--- src/rtl/cr_cfg_master.sv ---
// Wishbone initiator that programs the cognitive-radio register block:
// one standard-select control write, then the allocation-vector words
// fetched from a synchronous word memory, each bus transfer watchdogged.
module cr_cfg_master #(
  parameter int TMO_CYC = 64
) (
  input  logic        CLK_I,
  input  logic        RST_I,
  input  logic        START,
  input  logic [1:0]  STD_IN,
  output logic [6:0]  RD_ADR,
  input  logic [31:0] RD_DAT,
  output logic [1:0]  ADR_O,
  output logic [31:0] DAT_O,
  output logic        WE_O,
  output logic        STB_O,
  output logic        CYC_O,
  input  logic        ACK_I,
  output logic        VEC_LD,
  output logic        BUSY,
  output logic        DONE,
  output logic        ERR
);

  localparam logic [2:0] S_IDLE   = 3'd0;
  localparam logic [2:0] S_CLR    = 3'd1;
  localparam logic [2:0] S_WR_STD = 3'd2;
  localparam logic [2:0] S_FETCH  = 3'd3;
  localparam logic [2:0] S_WR_VEC = 3'd4;
  localparam logic [2:0] S_FIN    = 3'd5;
  localparam logic [2:0] S_ABORT  = 3'd6;

  // Last strobe cycle the watchdog tolerates before giving up.
  localparam logic [7:0] TMO_LAST = 8'(TMO_CYC - 1);

  // Index of the final vector word for a standard (std 3 sends none).
  function automatic logic [6:0] last_idx(input logic [1:0] s);
    case (s)
      2'd0:    last_idx = 7'd3;
      2'd1:    last_idx = 7'd15;
      2'd2:    last_idx = 7'd127;
      default: last_idx = 7'd0;
    endcase
  endfunction

  logic [2:0]  state_q, state_d;
  logic [6:0]  idx_q, idx_d;
  logic [1:0]  std_q, std_d;
  logic [7:0]  wdog_q, wdog_d;
  logic        err_q, err_d;
  logic [1:0]  adr_q, adr_d;
  logic [31:0] dat_q, dat_d;
  logic        stb_q, vld_q, busy_q, done_q;

  // Next-state, index, watchdog and bus-payload decode.
  always_comb begin
    state_d = state_q;
    idx_d   = idx_q;
    std_d   = std_q;
    wdog_d  = wdog_q;
    err_d   = err_q;
    adr_d   = adr_q;
    dat_d   = dat_q;
    case (state_q)
      S_IDLE: begin
        if (START) begin
          std_d   = STD_IN;
          err_d   = 1'b0;
          idx_d   = 7'd0;
          state_d = S_CLR;
        end
      end
      S_CLR: begin
        state_d = S_WR_STD;
        wdog_d  = 8'd0;
        adr_d   = 2'b00;
        dat_d   = {30'd0, std_q};
      end
      S_WR_STD: begin
        if (ACK_I) begin
          wdog_d  = 8'd0;
          state_d = (std_q == 2'd3) ? S_FIN : S_FETCH;
        end else if (wdog_q == TMO_LAST) begin
          state_d = S_ABORT;
        end else begin
          wdog_d = wdog_q + 8'd1;
        end
      end
      S_FETCH: begin
        state_d = S_WR_VEC;
        wdog_d  = 8'd0;
        adr_d   = 2'b01;
        dat_d   = RD_DAT;
      end
      S_WR_VEC: begin
        if (ACK_I) begin
          wdog_d = 8'd0;
          if (idx_q == last_idx(std_q)) begin
            state_d = S_FIN;
          end else begin
            idx_d   = idx_q + 7'd1;
            state_d = S_FETCH;
          end
        end else if (wdog_q == TMO_LAST) begin
          state_d = S_ABORT;
        end else begin
          wdog_d = wdog_q + 8'd1;
        end
      end
      S_FIN: begin
        state_d = S_IDLE;
      end
      S_ABORT: begin
        err_d   = 1'b1;
        state_d = S_IDLE;
      end
      default: begin
        state_d = S_IDLE;
      end
    endcase
  end

  // The memory is synchronous, so the address of the next word is
  // presented as soon as the index is decided; its data is then on
  // RD_DAT throughout FETCH and is captured into DAT_O at FETCH exit.
  assign RD_ADR = idx_d;

  // State and registered outputs, all derived from the next state.
  always_ff @(posedge CLK_I or negedge RST_I) begin
    if (!RST_I) begin
      state_q <= S_IDLE;
      idx_q   <= 7'd0;
      std_q   <= 2'd0;
      wdog_q  <= 8'd0;
      err_q   <= 1'b0;
      adr_q   <= 2'b00;
      dat_q   <= 32'd0;
      stb_q   <= 1'b0;
      vld_q   <= 1'b0;
      busy_q  <= 1'b0;
      done_q  <= 1'b0;
    end else begin
      state_q <= state_d;
      idx_q   <= idx_d;
      std_q   <= std_d;
      wdog_q  <= wdog_d;
      err_q   <= err_d;
      adr_q   <= adr_d;
      dat_q   <= dat_d;
      stb_q   <= (state_d == S_WR_STD) || (state_d == S_WR_VEC);
      vld_q   <= (state_d == S_CLR);
      busy_q  <= (state_d != S_IDLE);
      done_q  <= (state_d == S_FIN);
    end
  end

  assign ADR_O  = adr_q;
  assign DAT_O  = dat_q;
  assign STB_O  = stb_q;
  assign CYC_O  = stb_q;
  assign WE_O   = stb_q;
  assign VEC_LD = vld_q;
  assign BUSY   = busy_q;
  assign DONE   = done_q;
  assign ERR    = err_q;

endmodule
--- config.mk ---
export PLATFORM = sky130hd
export DESIGN_NAME = cr_cfg_master
export DESIGN_NICKNAME = d
export VERILOG_FILES = /design/src/rtl/cr_cfg_master.sv
export SDC_FILE = /design/constraint.sdc
export NUM_CORES = 1
export LEC_CHECK = 0
export ABC_AREA = 0
export CAP_MARGIN = 20
export CORE_AREA = 2 2 84 86
export CTS_CLUSTER_SIZE = 25
export DETAILED_ROUTE_END_ITERATION = 7
export DIE_AREA = 0 0 86 88
export HOLD_SLACK_MARGIN = 0.08
export PLACE_DENSITY = 0.79
export SYNTH_ARGS = -nofsm -noshare
export SYNTH_HDL_FRONTEND = slang
export SYNTH_SLANG_ARGS = --single-unit
export TNS_END_PERCENT = 100
--- constraint.sdc ---
create_clock -name CLK_I -period 3 [get_ports CLK_I]
set_clock_uncertainty 0.05 [all_clocks]
set_input_delay 0.75 -clock CLK_I [delete_from_list [all_inputs] [get_ports CLK_I]]
set_output_delay 0.75 -clock CLK_I [all_outputs]
set_load 0.05 [all_outputs]
**Word level (Yosys, flattened, before mapping)**

Index checks and enable logic that the tools add are counted.

- Flip-flop bits (word level): 59
- Bits of input ports: 38
- Output and inout port bits: 48
- Logic and storage cells: 62

- Add/subtract/negate cells: 2
- Eq/ne operators: 16
- Mux-type cells: 21
- Reductions and logical operators: 12

Operators with widths:

| kind | number |
|---|---|
| case mux 32 bit (2 select lines) | 1 |
| 2-to-1 mux 7 bit | 5 |
| case mux 7 bit (3 select lines) | 1 |
| 2-to-1 mux 3 bit | 6 |
| 2-to-1 mux 8 bit | 2 |
| case mux 8 bit (2 select lines) | 1 |
| case mux 3 bit (5 select lines) | 1 |
| case mux 7 bit (2 select lines) | 1 |
| equality test 3 bit (second input constant) | 4 |
| equality test 3 x 2 -> 1 bit (second input constant) | 3 |
| adder 8 x 1 -> 8 bit (second input constant) | 1 |
| equality test 8 x 6 -> 1 bit (second input constant) | 1 |
| adder 7 x 1 -> 7 bit (second input constant) | 1 |
| equality test 7 bit | 1 |
| equality test 3 x 1 -> 1 bit (second input constant) | 2 |
| AND reduction 2 bit | 3 |
| nonzero test 2 bit | 3 |
| equality test 2 bit (second input constant) | 2 |
| case mux 2 bit (2 select lines) | 1 |
| OR reduction 2 bit | 2 |
| zero test 3 bit | 1 |
| inequality test 3 bit (second input constant) | 1 |
| nonzero test 3 bit | 1 |
| equality test 2 x 1 -> 1 bit (second input constant) | 1 |
| 5 further kinds | 5 |

**Longest topological paths before layout**

Gate-level depths: netlist of run 1.

- Depth after elaboration: 10
- Mapped depth: 7
- Gate-level depth less buffers: 7

**Least setup slack after synthesis of run 1**

Ideal clock, no wire load.

- Kind: register to output
- Start point: register state_q[0]
- End point: output port RD_ADR[6]
- Arrival: 2.841 ns
- Required time: 2.200 ns
- Slack: -0.641 ns
- Stages on the path, launching flop included: 6
- Path buffers: 2
- Cell sequence: dfrtp_1 > buf_2 > or3b_2 > clkbuf_1 > or3_2 > o31ai_1

- Word-level cells in the longest chain between the ends: 2
- Elaborated cells between the ends (all ways): 3

Ends and longest elaborated chain:

| element | RTL line | RTL |
|---|---|---|
| from (decl) | 46 | `logic [2:0] state_q, state_d;` |
| from (signal assigned) | 143 | `state_q <= state_d;` |
| equality test 3 bit or zero test 3 bit (tied branches) | 64 | `case (state_q)` |
| case mux 7 bit (2 select lines) (*) | 64 |  |
| to (decl) | 11 | `output logic [6:0] RD_ADR,` |

Every way passes the cells marked *; elsewhere a longest branch is shown, timed or not.

**Worst setup path after layout of run 1**

- Start point: register std_q[0]
- End point: output port RD_ADR[6]

- Word-level cells in the longest chain between the ends: 8
- Elaborated cells between the ends (all ways): 10

Ends and longest elaborated chain:

| element | RTL line | RTL |
|---|---|---|
| from (decl) | 48 | `logic [1:0] std_q, std_d;` |
| from (signal assigned) | 145 | `std_q <= std_d;` |
| equality test 2 bit, or another cell as far along | 38 | `case (s)` |
| case mux 7 bit (3 select lines) (*) | 38 |  |
| 2-to-1 mux 7 bit (*) | 96 | `if (ACK_I) begin` |
| 2-to-1 mux 7 bit (*) | 64 |  |
| equality test 7 bit (*) | 98 | `if (idx_q == last_idx(std_q)) begin` |
| 2-to-1 mux 7 bit (*) | 98 |  |
| 2-to-1 mux 7 bit (*) | 96 |  |
| case mux 7 bit (2 select lines) (*) | 64 |  |

Every way passes the cells marked *; elsewhere a longest branch is shown, timed or not. The select of a mux whose other input is x is not followed.

==> flow_metrics.env, run 1 <==
export IMPL_synth_seq_cells=58
export IMPL_clk_latency_ps=330
export IMPL_cp_common_cell="buf_6"
export IMPL_combPwrFrac_pct=56.4
export IMPL_die_w_microns=86
export IMPL_multi_input_comb_area_sq_um=1250
export IMPL_p_per_area_nw_per_um2=1070
export IMPL_overflow=0
export IMPL_synth_top_flop_cell="dfrtp_1"
export IMPL_synthToLayoutAreaGrowth_pct=54.8
export IMPL_cp_max_fo=3
export IMPL_cts_buffer_depth=2
export IMPL_gr_usage_all_layers_pct=18.3
export IMPL_fillers=531
export IMPL_ys_seq_area_share_pct=53.8
export IMPL_p_seq_share_pct=27.2
export IMPL_cts_buffers=9
export IMPL_hold_slack_ps=359
export IMPL_worst_slack_ps=-454
export IMPL_synth_avg_cell_area_sq_um=9.49
export IMPL_cts_hold_buffers=0
export IMPL_switching_share_pct=46.2
export IMPL_crit_chain="inv_2 -> ha_4 -> or3b_4 -> a222oi_1 -> buf_4 -> buf_6 -> or3_4 -> buf_6 -> buf_6 -> o31ai_4 -> buf_6"
export IMPL_p_leak_uw=0.00183
export IMPL_nets=429
export IMPL_root_buffer="clkbuf_8"
export IMPL_dpl_hpwl_microns=4550
export IMPL_ioPinCount=86
export IMPL_netlist_area_sq_um=2700
export IMPL_yosysMostFrequentCell="nand2_1"
export IMPL_drv_slew=0
export IMPL_net_switching_power_uw=2060
export IMPL_failed_checks="setup timing"
export IMPL_drtIter0Drc=128
export IMPL_dp_cells=450
export IMPL_clk_pin_slew_ps=70
export IMPL_first_global_vias=2265
export IMPL_syn_nets=326
export IMPL_critPathArrivalTime_ps=2650
export IMPL_synth_top_area_cell="dfrtp_1"
export IMPL_setup_viol=7
export IMPL_cap_violations=0
export IMPL_place_ws_ps=-225
export IMPL_drive_above_1_share_pct=20.9
export IMPL_synthesis_instances=284
export IMPL_h_tree_depth=3
export IMPL_wl_microns=6650
export IMPL_layout_area_seq_sq_um=1450
export IMPL_start_util_pct=40.6
export IMPL_criticalPathCategory="register to primary output"
export IMPL_required_ps=2200
export IMPL_fin_cells=472
export IMPL_row_count=30
export IMPL_crit_path_top_delay_cell="dfrtp_1"
export IMPL_antenna_left=0
export IMPL_drc=0
export IMPL_core_area_sq_um=6640
export IMPL_via_per_inst=4.90
export IMPL_rsz0062_at_grt="true"
export IMPL_clock_sinks=58
export IMPL_max_vdd_ir_drop_v=0.000555
export IMPL_synthTopCellsByCount="nand2_1, dfrtp_1, o21ai_0, clkbuf_1, nor2_1"
export IMPL_slew_headroom_pct=64.4
export IMPL_internal_power_uw=2400
export IMPL_vias=2314
export IMPL_first_pass_iters=4
export IMPL_cts_tree="built"
export IMPL_finalCriticalPeriod_ps=3450
export IMPL_status="finished with violations"
export IMPL_cp_end_kind="primary output"
export IMPL_gp_congestion=0.762
export IMPL_synth_edff_count=0
export IMPL_diodes=0
export IMPL_synth_area_leaders="dfrtp_1, nand2_1, o21ai_0"
export IMPL_post_drt_wl_per_cell_microns=14.1
export IMPL_max_freq_mhz=290
export IMPL_hold_class="primary input to asynchronous set/reset pin"
export IMPL_post_route_period_util_pct=115
export IMPL_start_kind="register"
export IMPL_antenna_found_initial=0
export IMPL_ys_warn_count=0
export IMPL_grt_max_degree=59
export IMPL_hold_viol_final=0
export IMPL_tightest_slew_ps=532
export IMPL_synth_top_area_share_pct=53.8
export IMPL_pwr_share_clk_pct=16.3
export IMPL_grt_pass1_wl_microns=10800
export IMPL_synth_distinct_cells=45
export IMPL_die_area_sq_um=7570
export IMPL_die_h_microns=88
export IMPL_setup_tns_ps=-2410
export IMPL_cp_slowest_stage_delay_ps=400
export IMPL_synth_async_reset_ratio_pct=100
export IMPL_io_buffer_count=84
-- final timing paths --
kind	startpoint	end	slack, ps	cells past startpoint
max in group asynchronous	RST_I	idx_q[1]$_DFF_PN0_	2270	2
worst min register to register	DAT_O[23]$_DFFE_PN0P_	DAT_O[23]$_DFFE_PN0P_	430	2
min in group CLK_I	DAT_O[23]$_DFFE_PN0P_	DAT_O[23]$_DFFE_PN0P_	430	2
worst max register to register	std_q[1]$_DFFE_PN0P_	CYC_O$_DFF_PN0_	530	9
worst max-delay path	std_q[0]$_DFFE_PN0P_	RD_ADR[6]	-450	11
worst min-delay path	RST_I	DAT_O[27]$_DFFE_PN0P_	360	2
-- worst max-delay path, delay by kind of cell (launching register included) --
family          cells  cell delay [ps]
simple gates        2              590
fa+ha+maj           1              190
buf+inv             6              790
compound gates      2              340
flops               1              400
-- sequential cells by signal, indices dropped and copies added (netlist names) --
name	count
ERR	1
DONE	1
idx_q	7
BUSY	1
state_q	3
VEC_LD	1
std_q	2
CYC_O	1
ADR_O	1
DAT_O	32
wdog_q	8
-- layer usage --
metal  wire length, microns  track usage (%)
met5                      0                0
met4                    112             8.95
met3                    345             4.52
met2                   3370             30.0
met1                   2820             22.6
-- final cells by class --
type	instances	share of cell area, %
Clock inverter	4	1.20
Multi-Input combinational cell	198	29.9
Timing Repair Buffer	113	27.4
Clock buffer	12	3.72
Tap cell	80	2.40
Inverter	7	0.630
Sequential cell	58	34.8
-- cells by family (layout without fill, tap and decap cells) --
group	count (synthesis)	count (layout)	synth area share (%)
simple gates	118	118	20.0
other cells	1	1	0.139
compound gates	56	56	12.7
fa+ha+maj	4	4	1.86
mux	12	12	4.78
flops	58	58	53.8
xor+xnor	7	7	2.27
buf+inv	28	136	4.41
-- timing repair --
item	in CTS	in global routing
pin swaps	7	5
buffers inserted	4	4
setup endpoints to repair	7	7
gates resized for setup	9	5
-- through the flow --
| step | utilization (%) | power (uW) | cell area (sq um) |
|---|---|---|---|
| after global routing | 62.8 | 4750 | 4170 |
| after CTS | 62.2 | 4480 | 4130 |
| final | 62.8 | 4470 | 4170 |
| after global placement | 58.2 | 3650 | 3860 |
| after detailed placement | 58.2 | 3700 | 3860 |
| after floorplan | - | 2850 | 2780 |
-- placed cells by master (no fill, tap or decap), drive strengths merged, types with 2 or more instances in the layout --
master / n
a21oi: 4
and3: 3
buf: 37
clkbuf: 12
clkdlybuf4s50: 76
clkinvlp: 2
dfrtp: 58
ha: 4
inv: 7
mux2: 4
mux2i: 8
nand2: 75
nand2b: 2
nand3: 4
nand3b: 3
nand4: 7
nor2: 12
nor2b: 2
o211ai: 2
o21a: 2
o21ai: 36
o22ai: 2
o31ai: 2
or3b: 4
xnor2: 2
xor2: 5
-- power groups by stage --
stage | Clock (uW) | Sequential, uW | Combinational, uW
after CTS | 758 | 1220 | 2500
after detailed placement | 0 | 1230 | 2470
after global routing | 793 | 1250 | 2700
after floorplan | 0 | 2000 | 845
final | 729 | 1220 | 2520
after global placement | 0 | 1220 | 2440
Power figures use the tool's default switching activity.
==> run 2, diff against run 1 <==
--- a/config.mk
+++ b/config.mk
@@ -13,6 +13,7 @@
 export DIE_AREA = 0 0 86 88
 export HOLD_SLACK_MARGIN = 0.08
 export PLACE_DENSITY = 0.79
+export SKIP_CTS_REPAIR_TIMING = 1
 export SYNTH_ARGS = -nofsm -noshare
 export SYNTH_HDL_FRONTEND = slang
 export SYNTH_SLANG_ARGS = --single-unit
==> run 2 against run 1 <==
Compared with the run above:
- the flow still finishes with violations (setup timing)
- non-clock buffer count decreased by 2
- first-iteration DRC count fell by 13%
- maximum frequency shrank 0.22%
- combinational power hardly changed
- setup slack worse by 7.7 ps
- hold slack got worse by 5.6 ps
- sequential share of layout area increased by 0.094 points
- final cell count is 0.42% lower
- register-to-register slack worse by 80 ps
- wire length up 0.63%
- flip-flop and latch count is the same
- critical path type unchanged
- largest cell class unchanged
==> flow_metrics.env, run 2 (synthesized netlist as in run 1, its figures left out) <==
export IMPL_status="finished with violations"
export IMPL_failed_checks="setup timing"
export IMPL_tightest_slew_ps=529
export IMPL_gr_usage_all_layers_pct=18.0
export IMPL_clock_sinks=58
export IMPL_io_buffer_count=84
export IMPL_rr_startpoint="std_q[1]$_DFFE_PN0P_"
export IMPL_final_util_pct=62.6
export IMPL_clk_pin_slew_ps=70
export IMPL_setup_viol=7
export IMPL_drv_slew=0
export IMPL_fillers=532
export IMPL_gp_congestion=0.762
export IMPL_vias=2318
export IMPL_diodes=0
export IMPL_grt_max_degree=59
export IMPL_largest_reg_flops=32
export IMPL_die_area_sq_um=7570
export IMPL_synthToLayoutAreaGrowth_pct=54.3
export IMPL_fin_cells=470
export IMPL_crit_path_top_delay_cell="dfrtp_1"
export IMPL_crit_chain="ha_4 -> or3b_4 -> a222oi_1 -> buf_4 -> buf_6 -> buf_6 -> o31ai_1 -> a22o_2 -> buf_12"
export IMPL_criticalPathCategory="register to primary output"
export IMPL_regToRegEndpoint="CYC_O$_DFF_PN0_"
export IMPL_drtIter0Drc=112
export IMPL_critPathArrivalTime_ps=2660
export IMPL_max_vdd_ir_drop_v=0.000553
export IMPL_grt_pass1_wl_microns=10700
export IMPL_nets=427
export IMPL_hold_class="primary input to asynchronous set/reset pin"
export IMPL_ioPinCount=86
export IMPL_drc=0
export IMPL_hold_viol_final=0
export IMPL_cp_slowest_stage_delay_ps=420
export IMPL_finalCriticalPeriod_ps=3460
export IMPL_first_global_vias=2255
export IMPL_p_per_area_nw_per_um2=1070
export IMPL_p_leak_uw=0.00182
export IMPL_rsz0062_at_grt="true"
export IMPL_die_h_microns=88
export IMPL_mostFrequentLayoutCells="clkdlybuf4s50_1, nand2_1, dfrtp_1"
export IMPL_cap_violations=0
export IMPL_cp_common_cell="buf_6"
export IMPL_cts_buffers=9
export IMPL_r2r_cells=9
export IMPL_cp_startpoint="std_q[1]$_DFFE_PN0P_"
export IMPL_cts_buffer_depth=2
export IMPL_slew_headroom_pct=64.6
export IMPL_via_per_inst=4.93
export IMPL_post_route_period_util_pct=115
export IMPL_antenna_left=0
export IMPL_worst_slack_ps=-461
export IMPL_cts_tree="built"
export IMPL_ff2ff_setup_slack_ps=450
export IMPL_dp_cells=450
export IMPL_cp_end_kind="primary output"
export IMPL_die_w_microns=86
export IMPL_start_kind="register"
export IMPL_drive_above_1_share_pct=20.0
export IMPL_first_pass_iters=4
export IMPL_wl_microns=6690
export IMPL_hold_slack_ps=353
export IMPL_max_freq_mhz=289
export IMPL_antenna_found_initial=0
export IMPL_clk_latency_ps=330
export IMPL_post_drt_wl_per_cell_microns=14.2
export IMPL_final_common_cell="clkdlybuf4s50_1"
export IMPL_overflow=0
export IMPL_required_ps=2200
export IMPL_h_tree_depth=3
export IMPL_core_area_sq_um=6640
export IMPL_row_count=30
export IMPL_root_buffer="clkbuf_8"
export IMPL_cp_max_fo=3
export IMPL_dpl_hpwl_microns=4550
export IMPL_start_util_pct=40.6
[run 2: cell types whose count changed in the layout (fill, tap and decap cells not counted)]
cell,previous run,this run
mux2i_4,3,4
buf_4,24,22
mux2i_2,1,0
nand2_2,2,0
nand2_1,73,75
[run 2: worst max-delay path, delay by kind of cell, from the launching register on]
family                     cells  cell delay [ps]
AOI/OAI and AO/OA              3              730
buffers and inverters          4              530
DFF                            1              420
and+or+nand+nor                1              370
adders and majority gates      1              280
[run 2: worst max-delay path by stage]
| stage | to | slack, ps | cells past startpoint |
|---|---|---|---|
| after floorplan | RD_ADR[5] | -170 | 6 |
| after CTS | RD_ADR[5] | -580 | 9 |
| after global placement | RD_ADR[6] | -190 | 6 |
| final | RD_ADR[1] | -460 | 9 |
| after global routing | RD_ADR[5] | -590 | 8 |
| after detailed placement | RD_ADR[6] | -230 | 6 |
[run 2: area by class of cell]
| cell class | count | area (sq um) | area share (%) |
|---|---|---|---|
| Sequential cell | 58 | 1450 | 34.9 |
| Multi-Input combinational cell | 198 | 1250 | 30.1 |
| Timing Repair Buffer | 111 | 1130 | 27.1 |
| Clock buffer | 12 | 155 | 3.73 |
| Tap cell | 80 | 100 | 2.41 |
| Clock inverter | 4 | 50.0 | 1.20 |
| Inverter | 7 | 26.3 | 0.631 |
[run 2: power by group]
part	internal (uW)	leakage, uW	switching, uW
Combinational	910	0.000947	1600
Sequential	1060	0.000774	158
Clock	428	0.0000986	306
Total	2400	0.00182	2070
[run 2: metal layers]
| metal | global-route usage (%) | part of all wire [%] | up-vias |
|---|---|---|---|
| met3 | 4.52 | 4.9 | 13 |
| met5 | 0 | 0 | - |
| met4 | 8.95 | 1.9 | 0 |
| met2 | 29.0 | 50 | 66 |
| li1 | - | - | 1161 |
| met1 | 22.7 | 43 | 1078 |
[run 2: per-stage QoR]
stage	setup slack (ps)	area, sq um	total power (uW)	setup TNS [ps]
6_report	-461	4160	4460	-2990
5_1_grt	-587	4160	4740	-3780
4_1_cts	-576	4070	4460	-3160
3_3_place_gp	-190	3860	3650	-470
2_1_floorplan	-168	2780	2850	-583
3_5_place_dp	-225	3860	3700	-623
==> RTL edit (settings of run 1) <==
`TMO_CYC`: 64 -> 48.
--- a/src/rtl/cr_cfg_master.sv
+++ b/src/rtl/cr_cfg_master.sv
@@ -2,7 +2,7 @@
 // one standard-select control write, then the allocation-vector words
 // fetched from a synchronous word memory, each bus transfer watchdogged.
 module cr_cfg_master #(
-  parameter int TMO_CYC = 64
+  parameter int TMO_CYC = 48
 ) (
   input  logic        CLK_I,
   input  logic        RST_I,
Formal check against the unedited RTL: same outputs for any inputs over 10 cycles, from zero or initial values and one cycle with RST_I low; that may be too few to reach the edited logic, so the function may still have changed.
==> RTL edit against run 1 <==
- the flow still finishes with violations (setup timing)
- maximum frequency rose by 6.6%
- routed wire length barely moved
- synthesized cell count rose by 3.2%
- total power fell by 4.4%
- setup slack improved by 210 ps
- critical path depth fell by 4
- die area did not move
- combinational power fell by 2%
- sequential cell count did not move
- cell area fell by 1.5%
- area after synthesis rose by 1.7%
- critical endpoint unchanged
- highest routed layer unchanged
==> RTL edit: results (changes against run 1) <==
| Metric | Value |
|---|---|
| Area contributors post-synth | dfrtp_1 (53%), nand2_1 (10%), o21ai_0 (7.1%), mux2i_1 (4.0%), clkbuf_1 (2.3%) |
| Hold crit path type | register to register |
| Final setup viols | 7 (unchanged) |
| Detail Placement HPWL | 4.711 mm (+3.6%) |
| Worst-path maximum fanout | 4 (+1) |
| Met3 Use GR | 0.03959 (-0.005655) |
| Routed via count | 2458 (+6.2%) |
| Placed Area | 3928 um^2 (+1.6%) |
| Violated checks | setup timing |
| Wirelength, routed | 6.647 mm (about the same) |
| DP Cell Count | 457 (+1.6%) |
| Reg-to-reg endpoint | idx_q[5] |
| Setup_tns | -1600 ps (+807.3 ps) |
| Status | finished, violations left |
| R2r worst-path depth | 7 (-2) |
| Worst vdd ir | 608.5 uV (+9.7%) |
| Total Routing Usage GR | 0.1889 (+0.006289) |
| Register area share after synthesis | 0.5292 (-0.009086) |
| Pin count of the biggest net entering global routing | 59 (unchanged) |
| Layout cell share with drive strength beyond 1 | 0.1662 (-0.04294) |
| Max FFs per register | 32 (unchanged) |
| Global-route met1 utilization | 0.2488 (+0.02256) |
| Vias per cell | 5.219 (+6.4%) |
| Pre-CTS WS | -162.2 ps (+63.08 ps) |
| Number of global-route vias before repair | 2427 (+7.2%) |
| Hold WS | 427.2 ps (+68.32 ps) |
| Placer congestion estimate | 0.8498 (+11%) |
| Worst hold path depth | 2 |
| Synth top cells by count | nand2_1 (76), dfrtp_1 (58), o21ai_0 (39), clkbuf_1 (17), mux2i_1 (11) |
| Adder-cell area share of the yosys netlist | 0.01825 (-0.0003133) |
| Multiplexer share of the synthesized area | 0.04836 (+0.0005618) |
| Syn_nets | 335 (+2.8%) |
| Flop2flop setup slack | 760 ps (+230 ps) |
| DRT iter0 DRCs | 48 (-63%) |
| Met2 Usage GRT | 0.3016 (+0.002114) |
| Worst Slack Setup Final | -240.9 ps (+212.7 ps) |
| Final #Nets | 429 (unchanged) |
| LEAKAGE | 0.001752 uW (-4.3%) |
| Worst slew pin tran | 714.2 ps (+182.2 ps) |
| Synth Area in Compound Gates | 0.1300 (+0.002872) |
[RTL edit: per-layer routing]
metal / vias up / share of wire
met5: - / 0
met4: 0 / 0.020
met3: 15 / 0.065
met2: 89 / 0.46
met1: 1151 / 0.46
li1: 1203 / -
[RTL edit: how the worst max path moves through the flow]
stage,startpoint,to,slack (ps)
after global placement,ACK_I,RD_ADR[2],-160
final,std_q[1],RD_ADR[6],-240
after global routing,std_q[0],RD_ADR[2],-370
after detailed placement,ACK_I,RD_ADR[0],-160
after CTS,std_q[0],RD_ADR[6],-240
after floorplan,std_q[1],RD_ADR[3],-230
[RTL edit: kinds of logic after synthesis]
family | after synthesis
simple gates | 122
compound gates | 61
flops | 58
buf+inv | 29
mux | 13
xor+xnor | 5
fa+ha+maj | 4
other cells | 1
[RTL edit: area by class of cell]
| type | instances | area (um^2) |
|---|---|---|
| inverter | 7 | 26.28 |
| tap | 80 | 100.1 |
| fill | 542 | 2535 |
| timing repair buffer | 105 | 1064 |
| clock inverter | 6 | 35.03 |
| multi-input combinational | 206 | 1309 |
| clock buffer | 9 | 123.9 |
| sequential | 58 | 1451 |
[RTL edit: repair_timing]
action | 4_1_cts | 5_1_grt
hold buffers | 0 | 0
gates resized for setup | 4 | 2
pin swaps | 3 | 0
hold endpoints to repair | 0 | 0
buffers inserted | 3 | 1
endpoints found under the setup margin | 7 | 7
cloned | 0 | 0
[RTL edit: power breakdown]
group	total (uW)	internal, uW	leakage, uW	switching (uW)
registers	1220	1050	0.000768	165
clock network	592	288	0.0000806	304
logic	2460	862	0.000903	1600
[RTL edit: critical path: stages (launching register included)]
cell      delay (ps)
dfrtp_1          440
ha_4             190
or4_4            490
a222oi_1         330
buf_4            220
nor4b_2           70
mux2i_4          210
buf_12           160
